### src/rtl/fp64_mantissa_div_iter_if.sv
// Handshake bundle for the FP64 significand divider: operand side and result side.
// The producer/consumer uses the master modport; the divider uses the slave modport.
interface fp64_mantissa_div_iter_if #(parameter int QW = 55);
  logic          in_valid;
  logic          in_ready;
  logic [52:0]   mant_a;
  logic [52:0]   mant_b;
  logic          out_valid;
  logic          out_ready;
  logic [QW-1:0] quot;
  logic          sticky;
  logic          dz;
  logic          range_err;
  logic          busy;

  modport master (
    output in_valid, mant_a, mant_b, out_ready,
    input  in_ready, out_valid, quot, sticky, dz, range_err, busy
  );

  modport slave (
    input  in_valid, mant_a, mant_b, out_ready,
    output in_ready, out_valid, quot, sticky, dz, range_err, busy
  );
endinterface

### src/rtl/fp64_mantissa_div_iter.sv
// Iterative radix-2 restoring divider for FP64 significands: one quotient bit per cycle,
// 55-bit truncated quotient plus sticky for the downstream normalize/round stage.
module fp64_mantissa_div_iter #(
  parameter int QW = 55
) (
  input  logic                  i_clk,
  input  logic                  i_rst,
  fp64_mantissa_div_iter_if.slave bus
);

  typedef enum logic [1:0] {
    S_IDLE = 2'd0,
    S_CALC = 2'd1,
    S_DONE = 2'd2
  } state_t;

  state_t        r_state;
  logic [QW-1:0] r_rem;
  logic [52:0]   r_div;
  logic [5:0]    r_cnt;
  logic [QW-1:0] r_quot;
  logic          r_sticky;
  logic          r_dz;
  logic          r_range_err;
  logic          r_out_valid;
  logic          r_in_ready;
  logic          r_busy;

  logic [QW-1:0] w_div_ext;
  logic [QW-1:0] w_diff;
  logic [QW-1:0] w_rem_next;
  logic          w_ge;
  logic          w_last_sticky;
  logic          w_accept;
  logic          w_range;

  // Datapath for one restoring step plus the accept-time range check
  always_comb begin
    w_div_ext     = {2'b00, r_div};
    w_ge          = (r_rem >= w_div_ext);
    w_diff        = r_rem - w_div_ext;
    w_accept      = bus.in_valid & r_in_ready;
    // a < 2b keeps every partial remainder below 2*div, so 55 bits suffice
    w_range       = ({1'b0, bus.mant_a} >= {bus.mant_b, 1'b0});
    if (w_ge) begin
      w_rem_next    = {w_diff[QW-2:0], 1'b0};
      w_last_sticky = (w_diff != {QW{1'b0}});
    end else begin
      w_rem_next    = {r_rem[QW-2:0], 1'b0};
      w_last_sticky = (r_rem != {QW{1'b0}});
    end
  end

  // Control FSM with all outputs held in registers
  always_ff @(posedge i_clk) begin
    if (i_rst) begin
      r_state     <= S_IDLE;
      r_rem       <= {QW{1'b0}};
      r_div       <= 53'd0;
      r_cnt       <= 6'd0;
      r_quot      <= {QW{1'b0}};
      r_sticky    <= 1'b0;
      r_dz        <= 1'b0;
      r_range_err <= 1'b0;
      r_out_valid <= 1'b0;
      r_in_ready  <= 1'b1;
      r_busy      <= 1'b0;
    end else begin
      case (r_state)
        S_IDLE: begin
          if (w_accept) begin
            r_in_ready <= 1'b0;
            r_busy     <= 1'b1;
            if (w_range) begin
              r_quot      <= {QW{1'b1}};
              r_sticky    <= 1'b1;
              r_range_err <= 1'b1;
              r_dz        <= (bus.mant_b == 53'd0);
              r_state     <= S_DONE;
            end else begin
              r_rem       <= {2'b00, bus.mant_a};
              r_div       <= bus.mant_b;
              r_cnt       <= 6'd54;
              r_quot      <= {QW{1'b0}};
              r_sticky    <= 1'b0;
              r_range_err <= 1'b0;
              r_dz        <= 1'b0;
              r_state     <= S_CALC;
            end
          end else begin
            r_state <= S_IDLE;
          end
        end
        S_CALC: begin
          r_quot[r_cnt] <= w_ge;
          r_rem         <= w_rem_next;
          if (r_cnt == 6'd0) begin
            r_sticky    <= w_last_sticky;
            r_out_valid <= 1'b1;
            r_state     <= S_DONE;
          end else begin
            r_cnt <= r_cnt - 6'd1;
          end
        end
        S_DONE: begin
          // Early-exit results enter DONE with out_valid still low; raise it one edge later
          if (!r_out_valid) begin
            r_out_valid <= 1'b1;
          end else if (bus.out_ready) begin
            r_out_valid <= 1'b0;
            r_in_ready  <= 1'b1;
            r_busy      <= 1'b0;
            r_state     <= S_IDLE;
          end else begin
            r_state <= S_DONE;
          end
        end
        default: begin
          r_state     <= S_IDLE;
          r_out_valid <= 1'b0;
          r_in_ready  <= 1'b1;
          r_busy      <= 1'b0;
        end
      endcase
    end
  end

  assign bus.in_ready  = r_in_ready;
  assign bus.out_valid = r_out_valid;
  assign bus.quot      = r_quot;
  assign bus.sticky    = r_sticky;
  assign bus.dz        = r_dz;
  assign bus.range_err = r_range_err;
  assign bus.busy      = r_busy;

endmodule

### src/flat_wrapper.sv
// flat-port wrapper written by rule: the top's interface ports become plain ports
module fp64_mantissa_div_iter_flat 
#(
  parameter int QW = 55
)
  (i_clk, i_rst, bus_in_valid, bus_mant_a, bus_mant_b, bus_out_ready, bus_in_ready, bus_out_valid, bus_quot, bus_sticky, bus_dz, bus_range_err, bus_busy);
  fp64_mantissa_div_iter_if #(.QW(QW)) bus_i ();
  input  logic i_clk;
  input  logic i_rst;
  input wire logic [$bits(bus_i.in_valid)-1:0] bus_in_valid;
  input wire logic [$bits(bus_i.mant_a)-1:0] bus_mant_a;
  input wire logic [$bits(bus_i.mant_b)-1:0] bus_mant_b;
  input wire logic [$bits(bus_i.out_ready)-1:0] bus_out_ready;
  output wire logic [$bits(bus_i.in_ready)-1:0] bus_in_ready;
  output wire logic [$bits(bus_i.out_valid)-1:0] bus_out_valid;
  output wire logic [$bits(bus_i.quot)-1:0] bus_quot;
  output wire logic [$bits(bus_i.sticky)-1:0] bus_sticky;
  output wire logic [$bits(bus_i.dz)-1:0] bus_dz;
  output wire logic [$bits(bus_i.range_err)-1:0] bus_range_err;
  output wire logic [$bits(bus_i.busy)-1:0] bus_busy;
  assign bus_i.in_valid = bus_in_valid;
  assign bus_i.mant_a = bus_mant_a;
  assign bus_i.mant_b = bus_mant_b;
  assign bus_i.out_ready = bus_out_ready;
  assign bus_in_ready = bus_i.in_ready;
  assign bus_out_valid = bus_i.out_valid;
  assign bus_quot = bus_i.quot;
  assign bus_sticky = bus_i.sticky;
  assign bus_dz = bus_i.dz;
  assign bus_range_err = bus_i.range_err;
  assign bus_busy = bus_i.busy;
  fp64_mantissa_div_iter #(.QW(QW)) u_core (.i_clk(i_clk), .i_rst(i_rst), .bus(bus_i));
endmodule
### config.mk
export PLATFORM = sky130hd
export DESIGN_NAME = fp64_mantissa_div_iter_flat
export DESIGN_NICKNAME = d
export VERILOG_FILES = /design/src/rtl/fp64_mantissa_div_iter_if.sv /design/src/rtl/fp64_mantissa_div_iter.sv /design/src/flat_wrapper.sv
export SDC_FILE = /design/constraint.sdc
export NUM_CORES = 1
export LEC_CHECK = 0
export CELL_PAD_IN_SITES_DETAIL_PLACEMENT = 0
export CELL_PAD_IN_SITES_GLOBAL_PLACEMENT = 1
export CORE_ASPECT_RATIO = 0.5
export CORE_MARGIN = 2
export CORE_UTILIZATION = 30
export CTS_BUF_LIST = sky130_fd_sc_hd__clkbuf_2
export CTS_CLUSTER_DIAMETER = 80
export DETAILED_ROUTE_END_ITERATION = 12
export GPL_ROUTABILITY_DRIVEN = 0
export PLACE_DENSITY_LB_ADDON = 0.1
export SYNTH_ARGS = -nofsm -noshare
export SYNTH_HDL_FRONTEND = slang
export SYNTH_SLANG_ARGS = --single-unit
export TNS_END_PERCENT = 100
### constraint.sdc
create_clock -name i_clk -period 6.95 [get_ports i_clk]
set_input_delay 1.39 -clock i_clk [delete_from_list [all_inputs] [get_ports i_clk]]
set_output_delay 1.39 -clock i_clk [all_outputs]
set_load 0.05 [all_outputs]
**Word-level counts from Yosys, hierarchy flattened**

Cells that the tools add are included.

- Logic and storage cells: 83
- Flip-flop bits (word level): 177
- Output and inout port bits: 61

- $add $sub $neg: 2
- Bitwise gates (word level): 4
- Reduce and logical (&&, ||, !) cells: 16
- $lt $le $gt $ge: 4
- Multiplexer cells: 38
- Eq/ne operators: 8

Operators with widths:

| operator | number |
|---|---|
| $mux 55 | 5 |
| $pmux 55 s2 | 2 |
| $reduce_bool 55->1 | 2 |
| $bwmux 55 | 1 |
| $ge 55x53->1 | 1 |
| $sub 55x53->55 | 1 |
| $ge 53x54->1 | 1 |
| $logic_not 53->1 | 1 |
| $mux 6 | 3 |
| $mux 1 | 15 |
| $pmux 6 s2 | 1 |
| $mux 2 | 5 |
| $pmux 1 s3 | 3 |
| $reduce_and 3->1 | 3 |
| $reduce_and 2->1 | 4 |
| $reduce_and 4->1 | 2 |
| $lt 6x7->1 const B | 1 |
| $demux 1 s6 | 1 |
| $ge 6x1->1 const B | 1 |
| $logic_not 6->1 | 1 |
| $ne 2x1->1 const B | 3 |
| $ne 2x2->1 const B | 3 |
| $pmux 2 s3 | 1 |
| $sub 6x1->6 const B | 1 |
| 8 further kinds | 10 |

**Depth between registers and ports, before layout**

Gate-level depths: netlist (run 1).

- Depth in word-level cells: 6
- Gate-level depth with buffers: 16
- Mapped depth without buffers: 15

**Worst setup path after synthesis (run 1)**

OpenSTA, ideal clock, no wires.

- Kind: input to register
- Start: input port bus_mant_b[18]
- End: register u_core.r_div[10]
- Setup slack: 2.948 ns
- Required time: 6.822 ns
- Path buffers: 2
- Setup time: 0.128 ns
- Data arrival time: 3.875 ns
- Stages: 13
- Cell sequence: inv_1 > ha_1 > a21o_1 > a21o_1 > a221oi_1 > o221ai_1 > a41oi_1 > o21ai_1 > nor2_1 > buf_1 > buf_2 > mux2i_1 > nor2_1

- Word-level cells in the longest chain between the ends: 3

RTL lines:

| element | line | RTL |
|---|---|---|
| start, declared | flat_wrapper.sv:12 | `input wire logic [$bits(bus_i.mant_b)-1:0] bus_mant_b;` |
| $ge 53x54->1 | fp64_mantissa_div_iter.sv:44 | `w_range = ({1'b0, bus.mant_a} >= {bus.mant_b, 1'b0});` |
| $not 1->1 (no line) | - |  |
| $reduce_and 3->1 (no line) | - |  |
| end signal, assigned | fp64_mantissa_div_iter.sv:82 | `r_div <= bus.mant_b;` |
| end, declared | fp64_mantissa_div_iter.sv:19 | `logic [52:0] r_div;` |

Every way passes these cells.
A chain may end at the register's enable or synchronous reset.

**Worst setup path in the final report (run 1)**

- Start: register u_core.r_div[1]
- End: register u_core.r_sticky, in the netlist u_core.bus.sticky

- Word-level cells in the longest chain between the ends: 5
- Elaborated cells between the ends (all ways): 6
- Those cells by class: 1 x add/sub; 1 x order compare; 3 x mux; 1 x reduce/logical

RTL lines:

| element | line | RTL |
|---|---|---|
| $sub 55x53->55 | fp64_mantissa_div_iter.sv:41 | `w_diff = r_rem - w_div_ext;` |
| $reduce_bool 55->1 | fp64_mantissa_div_iter.sv:47 | `w_last_sticky = (w_diff != {QW{1'b0}});` |
| $mux 1 (*) | fp64_mantissa_div_iter.sv:45 | `if (w_ge) begin` |
| $mux 1 (*) | fp64_mantissa_div_iter.sv:97 | `if (r_cnt == 6'd0) begin` |
| $pmux 1 s2 (*) | fp64_mantissa_div_iter.sv:69 | `case (r_state)` |
| end signal, assigned | fp64_mantissa_div_iter.sv:98 | `r_sticky <= w_last_sticky;` |
| end, declared | fp64_mantissa_div_iter.sv:22 | `logic r_sticky;` |

Every way passes the cells marked *; elsewhere a longest branch is shown, timed or not. The select of a mux whose other input is x is not followed.

==> impl_metrics.yaml, run 1 <==
run_status:
  status: "complete, no violations"
clocking:
  cts_buffers: 17
  h-tree-depth: 4
  cts-root-buf: "clkbuf_2"
  cts_num_sinks: 177
  clock_latency_ns: 0.91
  clockBufferDepth: 2
  postCtsHoldBufs: 0
  clkTransAtPathRegs_ns: 0.34
  cts_resized: 0
  cts_tree: "yes"
  cts_setup_buffers: 0
setup_path:
  crit_arrival_ns: 6.24
  cp_num_buf_inv: 2
  reg2reg_slack_ns: 1.54
  crit_path_start_kind: "flip-flop"
  crit_required_ns: 7.78
  cp_slowest_stage_delay_ns: 0.95
  critical_path_class: "flip-flop to flip-flop"
  crit_slowest_cell: "a2111oi_0"
  crit_chain: "inv_1, ha_1, nand2b_1, a211oi_2, o211ai_1, a211oi_1, a31oi_1, buf_4, o31ai_1, xnor2_1, a2111oi_0, nand4_1, nor4_1, nor3_1"
  critPathMaxFanout: 6
  critPathCaptureType: "flip-flop"
  path_delay_family: "compound AO/OA/AOI/OAI gates"
global_route:
  grt_max_degree: 97
  grt_pass1_wl_um: 80900
  grt_antenna_before_repair: 1
  grt_pass1_vias: 13300
  grt-ovfl-total: 0
  grt_usage: 0.224
place:
  place_area_um2: 15600
  port_buffers: 170
  place_hpwl_um: 38900
  pre_cts_slack_ns: 0.936
pwr:
  peakVddDrop_mv: 0.159
  seq_power_share: 0.210
  p_int_mw: 3.01
  p_switching_mw: 3.78
  switching_share: 0.557
  p_leak_nw: 6.37
  pwr-share-comb: 0.694
  power_density_nw_per_um2: 428
  power_frac_clock: 0.096
finish:
  nNetsFinal: 2164
  nFillCells: 4770
  drive_above_1_share: 0.0450
  most-common-layout-cells: "nor2_1 (259), a21oi_1 (237), dfxtp_1 (177), nand2_1 (170), clkdlybuf4s50_1 (169)"
  area_delta_synth_final_pct: 18.0
  seqCellArea_um2: 3540
  final_area_um2: 15900
  multiInputGateArea_um2: 8970
  layout_commonest_cell: "nor2_1"
logic_synthesis:
  yosys_warnings: 0
  ys.flop_type: "dfxtp_1"
  synth-xor-area-share: 0.0285
  synthesis.area_um2: 13500
  synthArstFlopShare: 0
  synth-adder-area-share: 0.104
  synth_top_area_cell: "dfxtp_1"
  synth_area_leaders: "dfxtp_1 (26%), ha_1 (10%), a21oi_1 (8.8%)"
  syn_nets: 2077
  yosys.cell_types.count: 80
  synth_top_area_share: 0.263
  syn_area_per_cell_um2: 7.25
  synth_compound_area_frac: 0.260
  muxShareOfSynthArea: 0.0440
  synth_top_family_by_area: "compound AO/OA/AOI/OAI gates"
  synth-edff-count: 0
  yosys.area_share.simple: 0.225
  yosysSeqAreaShare: 0.263
  netlist_instances: 1856
  ys_ff_latch: 177
detailed_routing:
  wl_um: 52100
  num_vias: 13600
  via_per_inst: 5.34
  first_pass_iters: 6
  ant_nets: 0
  drc_errors: 0
  routedWlPerCell_um: 20.5
  dr.first_iter.drc_count: 1004
sta:
  final-hold-violation-count: 0
  worst_slew_pin_slew_ns: 1.20
  drv_slew: 0
  period_minus_slack_ns: 5.41
  setup_violations: 0
  fmax_ghz: 0.185
  grt_setup_unrepaired: "false"
  setup_tns_ns: 0
  finalWorstSetupSlack_ns: 1.54
  relSlewSlack: 0.195
  skew_ns: 0.0612
  finalCritPeriodShare: 0.778
floorplan:
  die_h_um: 154
  core_area_um2: 43900
  initial_utilization: 0.307
  die_width_um: 304
  rows: 54
  num_io_pins: 171
  dieArea_um2: 46700
job:
  maxCapViolations: 0
worst_hold_path:
  min_path_type: "flip-flop to flip-flop"
==> registers in the layout (all words and copies together) (netlist names) <==
signal                cells
u_core.bus.quot          55
u_core.r_rem             55
u_core.r_div             53
u_core.r_cnt              6
u_core.r_state            2
u_core.bus.busy           1
u_core.bus.dz             1
u_core.bus.in_ready       1
u_core.bus.out_valid      1
u_core.bus.range_err      1
u_core.bus.sticky         1
==> area by class of cell <==
class	count	area share
clock buffer	17	0.00536
clock inverter	15	0.0124
timing repair buffer	189	0.118
tap	588	0.0463
antenna	1	0.000158
multi-input combinational	1429	0.565
sequential	177	0.223
inverter	129	0.0305
==> metrics by stage <==
| step | hold WS, ns | std cells | total power [mW] | utilization |
|---|---|---|---|---|
| final | 0.471 | 2545 | 6.79 | 0.362 |
| after CTS | 0.477 | 2544 | 6.79 | 0.362 |
| after global placement | 0.442 | 2512 | 6.14 | 0.355 |
| after detailed placement | 0.451 | 2512 | 6.10 | 0.355 |
| after global routing | 0.505 | 2545 | 7.35 | 0.362 |
| after floorplan | 0.460 | 1856 | 4.66 | - |
==> worst reg2reg max path, stage by stage, from the launching register on <==
cell	delay (ns)
dfxtp_1	0.49
inv_1	0.11
ha_1	0.31
nand2b_1	0.09
a211oi_2	0.45
o211ai_1	0.22
a211oi_1	0.88
a31oi_1	0.20
buf_4	0.22
o31ai_1	0.29
xnor2_1	0.23
a2111oi_0	0.95
nand4_1	0.32
nor4_1	0.47
nor3_1	0.10
==> power by group through the flow <==
stage	clock, mW	sequential, mW	combinational, mW
finish	0.654	1.43	4.71
global route	0.729	1.46	5.16
CTS	0.688	1.43	4.68
detailed placement	0	1.44	4.65
global placement	0	1.45	4.69
floorplan	0	1.69	2.96
==> synthesized netlist by cell type (all sizes together), types with 19 or more instances <==
master and number:
nor2 262, a21oi 239, dfxtp 177, nand2 170, inv 129, o21ai 117
ha 110, clkbuf 85, mux2i 58, nor3 42, nor4 40, a311oi 38
nand4 38, buf 35, xor2 24, nand3 23, o211ai 20, xnor2 19
==> final timing paths <==
| path | from | endpoint | depth (start not counted) |
|---|---|---|---|
| setup reg to reg | u_core.r_div[1]$_SDFFE_PP0P_ | u_core.bus.sticky$_SDFFE_PP0P_ | 14 |
| hold reg to reg | u_core.bus.dz$_SDFFE_PP0P_ | u_core.bus.dz$_SDFFE_PP0P_ | 2 |
| setup / recovery | u_core.r_div[1]$_SDFFE_PP0P_ | u_core.bus.sticky$_SDFFE_PP0P_ | 14 |
| hold / removal | u_core.bus.dz$_SDFFE_PP0P_ | u_core.bus.dz$_SDFFE_PP0P_ | 2 |
==> metal layers <==
layer  GRT usage  wire [µm]  vias up  share of wire
li1            -          -     6814              -
met1       0.337      27200     6446           0.52
met2       0.326      21400      298           0.41
met3      0.0435       2580       34          0.050
met4      0.0472        854        0          0.016
met5           0          0        -              0
==> cells by family after synthesis <==
group,count (synthesis)
AND/OR/NAND/NOR,656
buffers and inverters,250
adder cells (fa/ha/maj),111
flip-flops,177
AO/OA/AOI/OAI,560
XOR/XNOR,43
multiplexers,59
No activity file was read; power rests on OpenSTA's default activity.
==> run 2, diff against run 1 <==
==> constraint.sdc (replaced) <==
create_clock -name i_clk -period 4.69 [get_ports i_clk]
set_input_delay 0.938 -clock i_clk [delete_from_list [all_inputs] [get_ports i_clk]]
set_output_delay 0.938 -clock i_clk [all_outputs]
set_load 0.05 [all_outputs]
==> impl_metrics.yaml, run 2 (synthesized netlist as in run 1, its figures left out) <==
run_status:
  status: "complete, no violations"
sta:
  drv_slew: 0
  final-hold-violation-count: 0
  setup_tns_ns: 0
  finalWorstSetupSlack_ns: 0.255
  skew_ns: 0.0679
  grt_setup_unrepaired: "false"
  worst_slew_pin_slew_ns: 1.06
  period_minus_slack_ns: 4.44
  relSlewSlack: 0.286
  holdWs_ns: 0.459
  setup_violations: 0
  finalCritPeriodShare: 0.946
  fmax_ghz: 0.225
pwr:
  power_density_nw_per_um2: 636
  finalPower_mw: 10.4
  peakVddDrop_mv: 0.365
  p_leak_nw: 6.67
job:
  maxCapViolations: 0
finish:
  final_cells: 2599
  final_area_um2: 16400
  drive_above_1_share: 0.0711
  utilization: 0.374
  most-common-layout-cells: "nor2_1 (259), a21oi_1 (237), dfxtp_1 (177), nand2_1 (170), clkdlybuf4s50_1 (169)"
  area_delta_synth_final_pct: 21.9
  layout_commonest_cell: "nor2_1"
  nNetsFinal: 2218
floorplan:
  core_area_um2: 43900
  die_width_um: 304
  rows: 54
  dieArea_um2: 46700
  num_io_pins: 171
  initial_utilization: 0.307
  die_h_um: 154
setup_path:
  reg2regPathDepth: 13
  crit_required_ns: 5.49
  crit_path_start_kind: "flip-flop"
  critPathCaptureType: "flip-flop"
  critPathMaxFanout: 7
  timing.rr.end: "u_core.bus.sticky$_SDFFE_PP0P_"
  critical_path_class: "flip-flop to flip-flop"
  crit_end: "u_core.bus.sticky$_SDFFE_PP0P_"
  crit_arrival_ns: 5.24
  r2r-start: "u_core.r_div[6]$_SDFFE_PP0P_"
  reg2reg_slack_ns: 0.25
  crit_start: "u_core.r_div[6]$_SDFFE_PP0P_"
detailed_routing:
  routedWlPerCell_um: 20.0
  first_pass_iters: 5
  drc_errors: 0
  dr.first_iter.drc_count: 970
  wl_um: 52100
  num_vias: 13700
  via_per_inst: 5.28
  ant_nets: 0
clocking:
  cts_setup_buffers: 0
  clockBufferDepth: 2
  clkTransAtPathRegs_ns: 0.34
  cts_tree: "yes"
  cts_buffers: 17
  cts-root-buf: "clkbuf_2"
  h-tree-depth: 4
  cts_num_sinks: 177
  clock_latency_ns: 0.92
global_route:
  grt-ovfl-total: 0
  grt_usage: 0.222
  grt_pass1_wl_um: 79700
  grt_antenna_before_repair: 1
  grt_pass1_vias: 13000
  grt_max_degree: 81
place:
  pre_cts_slack_ns: -0.470
  place_area_um2: 16100
  port_buffers: 170
  dp.cells: 2566
  place_hpwl_um: 40100
worst_hold_path:
  worstHoldStart: "i_rst"
  min_path_type: "input port to flip-flop"
-- run 2: changes by cell type in the layout (fill, tap and decap cells not counted) --
cell and change:
clkinv_2 -1, bufinv_16 -1, nor4_1 -1, buf_12 +10
buf_4 +44, clkinv_4 +1, clkinv_8 +1, nor4_2 +1
-- run 2: how the worst min path moves through the flow --
stage | slack [ns] | depth (start not counted) | end
floorplan | 0.46 | 2 | u_core.r_div[10]$_SDFFE_PP0P_
global placement | 0.45 | 2 | u_core.bus.dz$_SDFFE_PP0P_
global route | 0.35 | 2 | u_core.r_cnt[3]$_SDFFE_PP0P_
CTS | 0.38 | 2 | u_core.r_cnt[3]$_SDFFE_PP0P_
detailed placement | 0.45 | 2 | u_core.bus.dz$_SDFFE_PP0P_
finish | 0.46 | 2 | u_core.r_cnt[3]$_SDFFE_PP0P_
-- run 2: power by group --
group | internal [mW] | switching (mW) | leakage [nW] | total [mW]
combinational | 2.70 | 4.69 | 5.07 | 7.39
sequential | 1.83 | 0.290 | 1.45 | 2.12
clock | 0.232 | 0.694 | 0.151 | 0.926
total | 4.76 | 5.68 | 6.67 | 10.4
-- run 2: layer usage --
metal	track usage	vias up	part of all wire
met4	0.0437	0	0.014
met3	0.0394	35	0.047
met5	0	-	0
met1	0.344	6494	0.53
li1	-	6927	-
met2	0.316	273	0.40
-- run 2: worst max-delay path, cell delays in order, from the launching register on --
cell       delay [ns]
dfxtp_1          0.40
inv_1            0.08
ha_1             0.44
nand4_2          0.19
or2_4            0.29
o32ai_4          0.32
nor4_4           0.12
or4_4            0.57
a2111oi_4        0.47
or2_4            0.25
xor2_2           0.09
or4_1            0.56
nor4_2           0.47
nor3_1           0.08
-- run 2: final cells by class --
type / instances / area [µm²]
Antenna cell: 1 / 2.50
Clock buffer: 17 / 85.1
Clock inverter: 15 / 186
Fill cell: 4770 / 27500
Inverter: 129 / 484
Multi-Input combinational cell: 1429 / 8980
Sequential cell: 177 / 3540
Tap cell: 588 / 736
Timing Repair Buffer: 243 / 2400
-- run 2: repair_timing --
item,CTS,global route
resized for setup,0,1
setup endpoints to repair,0,1
hold buffers,0,0
==> run 3, diff against run 2 <==
--- a/config.mk
+++ b/config.mk
@@ -5,8 +5,6 @@
 export SDC_FILE = /design/constraint.sdc
 export NUM_CORES = 1
 export LEC_CHECK = 0
-export CELL_PAD_IN_SITES_DETAIL_PLACEMENT = 0
-export CELL_PAD_IN_SITES_GLOBAL_PLACEMENT = 1
 export CORE_ASPECT_RATIO = 0.5
 export CORE_MARGIN = 2
 export CORE_UTILIZATION = 30
@@ -14,7 +12,6 @@
 export CTS_CLUSTER_DIAMETER = 80
 export DETAILED_ROUTE_END_ITERATION = 12
 export GPL_ROUTABILITY_DRIVEN = 0
-export PLACE_DENSITY_LB_ADDON = 0.1
 export SYNTH_ARGS = -nofsm -noshare
 export SYNTH_HDL_FRONTEND = slang
 export SYNTH_SLANG_ARGS = --single-unit
==> impl_metrics.yaml, run 3 (synthesized netlist as in run 1, its figures left out) <==
run_status:
  status: "complete, no violations"
pwr:
  power_frac_clock: 0.094
  seq_power_share: 0.212
  peakVddDrop_mv: 0.288
  switching_share: 0.543
  p_switching_mw: 5.43
  pwr-share-comb: 0.694
  p_leak_nw: 6.53
  power_density_nw_per_um2: 619
  p_int_mw: 4.56
clocking:
  postCtsHoldBufs: 0
  cts_num_sinks: 177
  cts_resized: 0
  h-tree-depth: 4
  cts_buffers: 17
  clkTransAtPathRegs_ns: 0.33
  cts-root-buf: "clkbuf_2"
  clock_latency_ns: 0.92
  clockBufferDepth: 2
  cts_tree: "yes"
  cts_setup_buffers: 0
floorplan:
  dieArea_um2: 46700
  die_h_um: 154
  num_io_pins: 171
  initial_utilization: 0.307
  die_width_um: 304
  rows: 54
  core_area_um2: 43900
finish:
  final_cells: 2570
  nNetsFinal: 2189
  nFillCells: 4621
  layout_commonest_cell: "nor2_1"
  area_delta_synth_final_pct: 19.9
  drive_above_1_share: 0.0560
  most-common-layout-cells: "nor2_1 (259), a21oi_1 (237), dfxtp_1 (177), nand2_1 (170), clkdlybuf4s50_1 (169)"
sta:
  drv_slew: 0
  worst_slew_pin_slew_ns: 1.19
  setup_tns_ns: 0
  finalCritPeriodShare: 0.922
  setup_violations: 0
  fmax_ghz: 0.231
  period_minus_slack_ns: 4.32
  skew_ns: 0.0724
  final-hold-violation-count: 0
  grt_setup_unrepaired: "false"
  relSlewSlack: 0.201
setup_path:
  critPathCaptureType: "flip-flop"
  critical_path_class: "flip-flop to flip-flop"
  critPathMaxFanout: 8
  crit_arrival_ns: 5.08
  crit_path_start_kind: "flip-flop"
  crit_required_ns: 5.45
global_route:
  grt_antenna_before_repair: 1
  use_met1: 0.273
  grt_max_degree: 97
  grt_usage: 0.198
  grt-ovfl-total: 0
  grt-busiest-layer: "met2"
  grt_use_met2: 0.322
  grt_pass1_wl_um: 73600
  met3_usage: 0.0292
  grt_pass1_vias: 13200
detailed_routing:
  dr.first_iter.drc_count: 1210
  via_per_inst: 5.44
  num_vias: 14000
  routedWlPerCell_um: 18.1
  first_pass_iters: 6
  drc_errors: 0
  wl_um: 46600
  ant_nets: 0
place:
  place_hpwl_um: 35700
  dp.cells: 2537
  port_buffers: 170
worst_hold_path:
  min_path_type: "input port to flip-flop"
job:
  maxCapViolations: 0
run 3: cell count changes in the layout (fill, tap and decap cells not counted):
cell / before / now
o22ai_1: 2 / 3
inv_8: 6 / 3
clkinvlp_4: 3 / 0
clkinv_4: 1 / 2
clkinv_8: 3 / 6
a21o_2: 1 / 0
nor4_2: 2 / 1
buf_12: 12 / 7
o22ai_2: 1 / 0
inv_6: 1 / 3
buf_4: 62 / 38
a21o_1: 17 / 18
nor4_1: 37 / 38
run 3: through the flow:
stage	total power [mW]	hold WS [ns]	setup WS [ns]	cell area (µm²)	utilization
floorplan	6.90	0.460	1.14	13500	-
global placement	8.91	0.457	0.181	15800	0.361
detailed placement	8.93	0.465	0.0925	15800	0.361
CTS	9.91	0.305	0.461	16100	0.367
global route	10.7	0.311	0.0810	16100	0.367
finish	9.99	0.364	0.365	16100	0.367
run 3: critical path, cell delays in order (launching register included):
cell,delay [ns]
dfxtp_1,0.40
inv_1,0.06
ha_1,0.41
a21oi_1,0.26
o21ai_0,0.24
a221oi_1,0.50
o221ai_1,0.17
a31oi_1,0.63
o21a_1,0.32
a21oi_4,0.13
nor2_1,0.49
and3_1,0.48
a21oi_1,0.12
run 3: power by group through the flow:
stage                     clock network [mW]  logic, mW  registers [mW]
after floorplan                            0       4.39            2.51
after global placement                     0       6.78            2.14
after detailed placement                   0       6.80            2.13
after CTS                              0.966       6.83            2.11
after global routing                    1.02       7.56            2.16
final                                  0.942       6.93            2.11
run 3: per-layer routing:
metal | vias up | wire (µm)
met5 | - | 0
met4 | 0 | 827
met3 | 41 | 2280
met2 | 370 | 21400
met1 | 6700 | 22100
li1 | 6869 | -
run 3: area by class of cell:
class	count	area (µm²)	area share
timing repair buffer	214	2120	0.131
antenna	1	2.50	0.000155
clock inverter	15	205	0.0127
clock buffer	17	85.1	0.00527
tap	588	736	0.0456
inverter	129	484	0.0300
sequential	177	3540	0.220
multi-input combinational	1429	8960	0.555
run 3: path summary, 6_finish.rpt:
kind,from,endpoint,slack [ns],depth (start not counted)
max,u_core.r_div[14]$_SDFFE_PP0P_,u_core.bus.quot[13]$_SDFFE_PP0P_,0.37,12
max reg2reg,u_core.r_div[14]$_SDFFE_PP0P_,u_core.bus.quot[13]$_SDFFE_PP0P_,0.37,12
min,i_rst,u_core.r_rem[3]$_SDFFE_PP0P_,0.36,2
min reg2reg,u_core.bus.dz$_SDFFE_PP0P_,u_core.bus.dz$_SDFFE_PP0P_,0.50,2
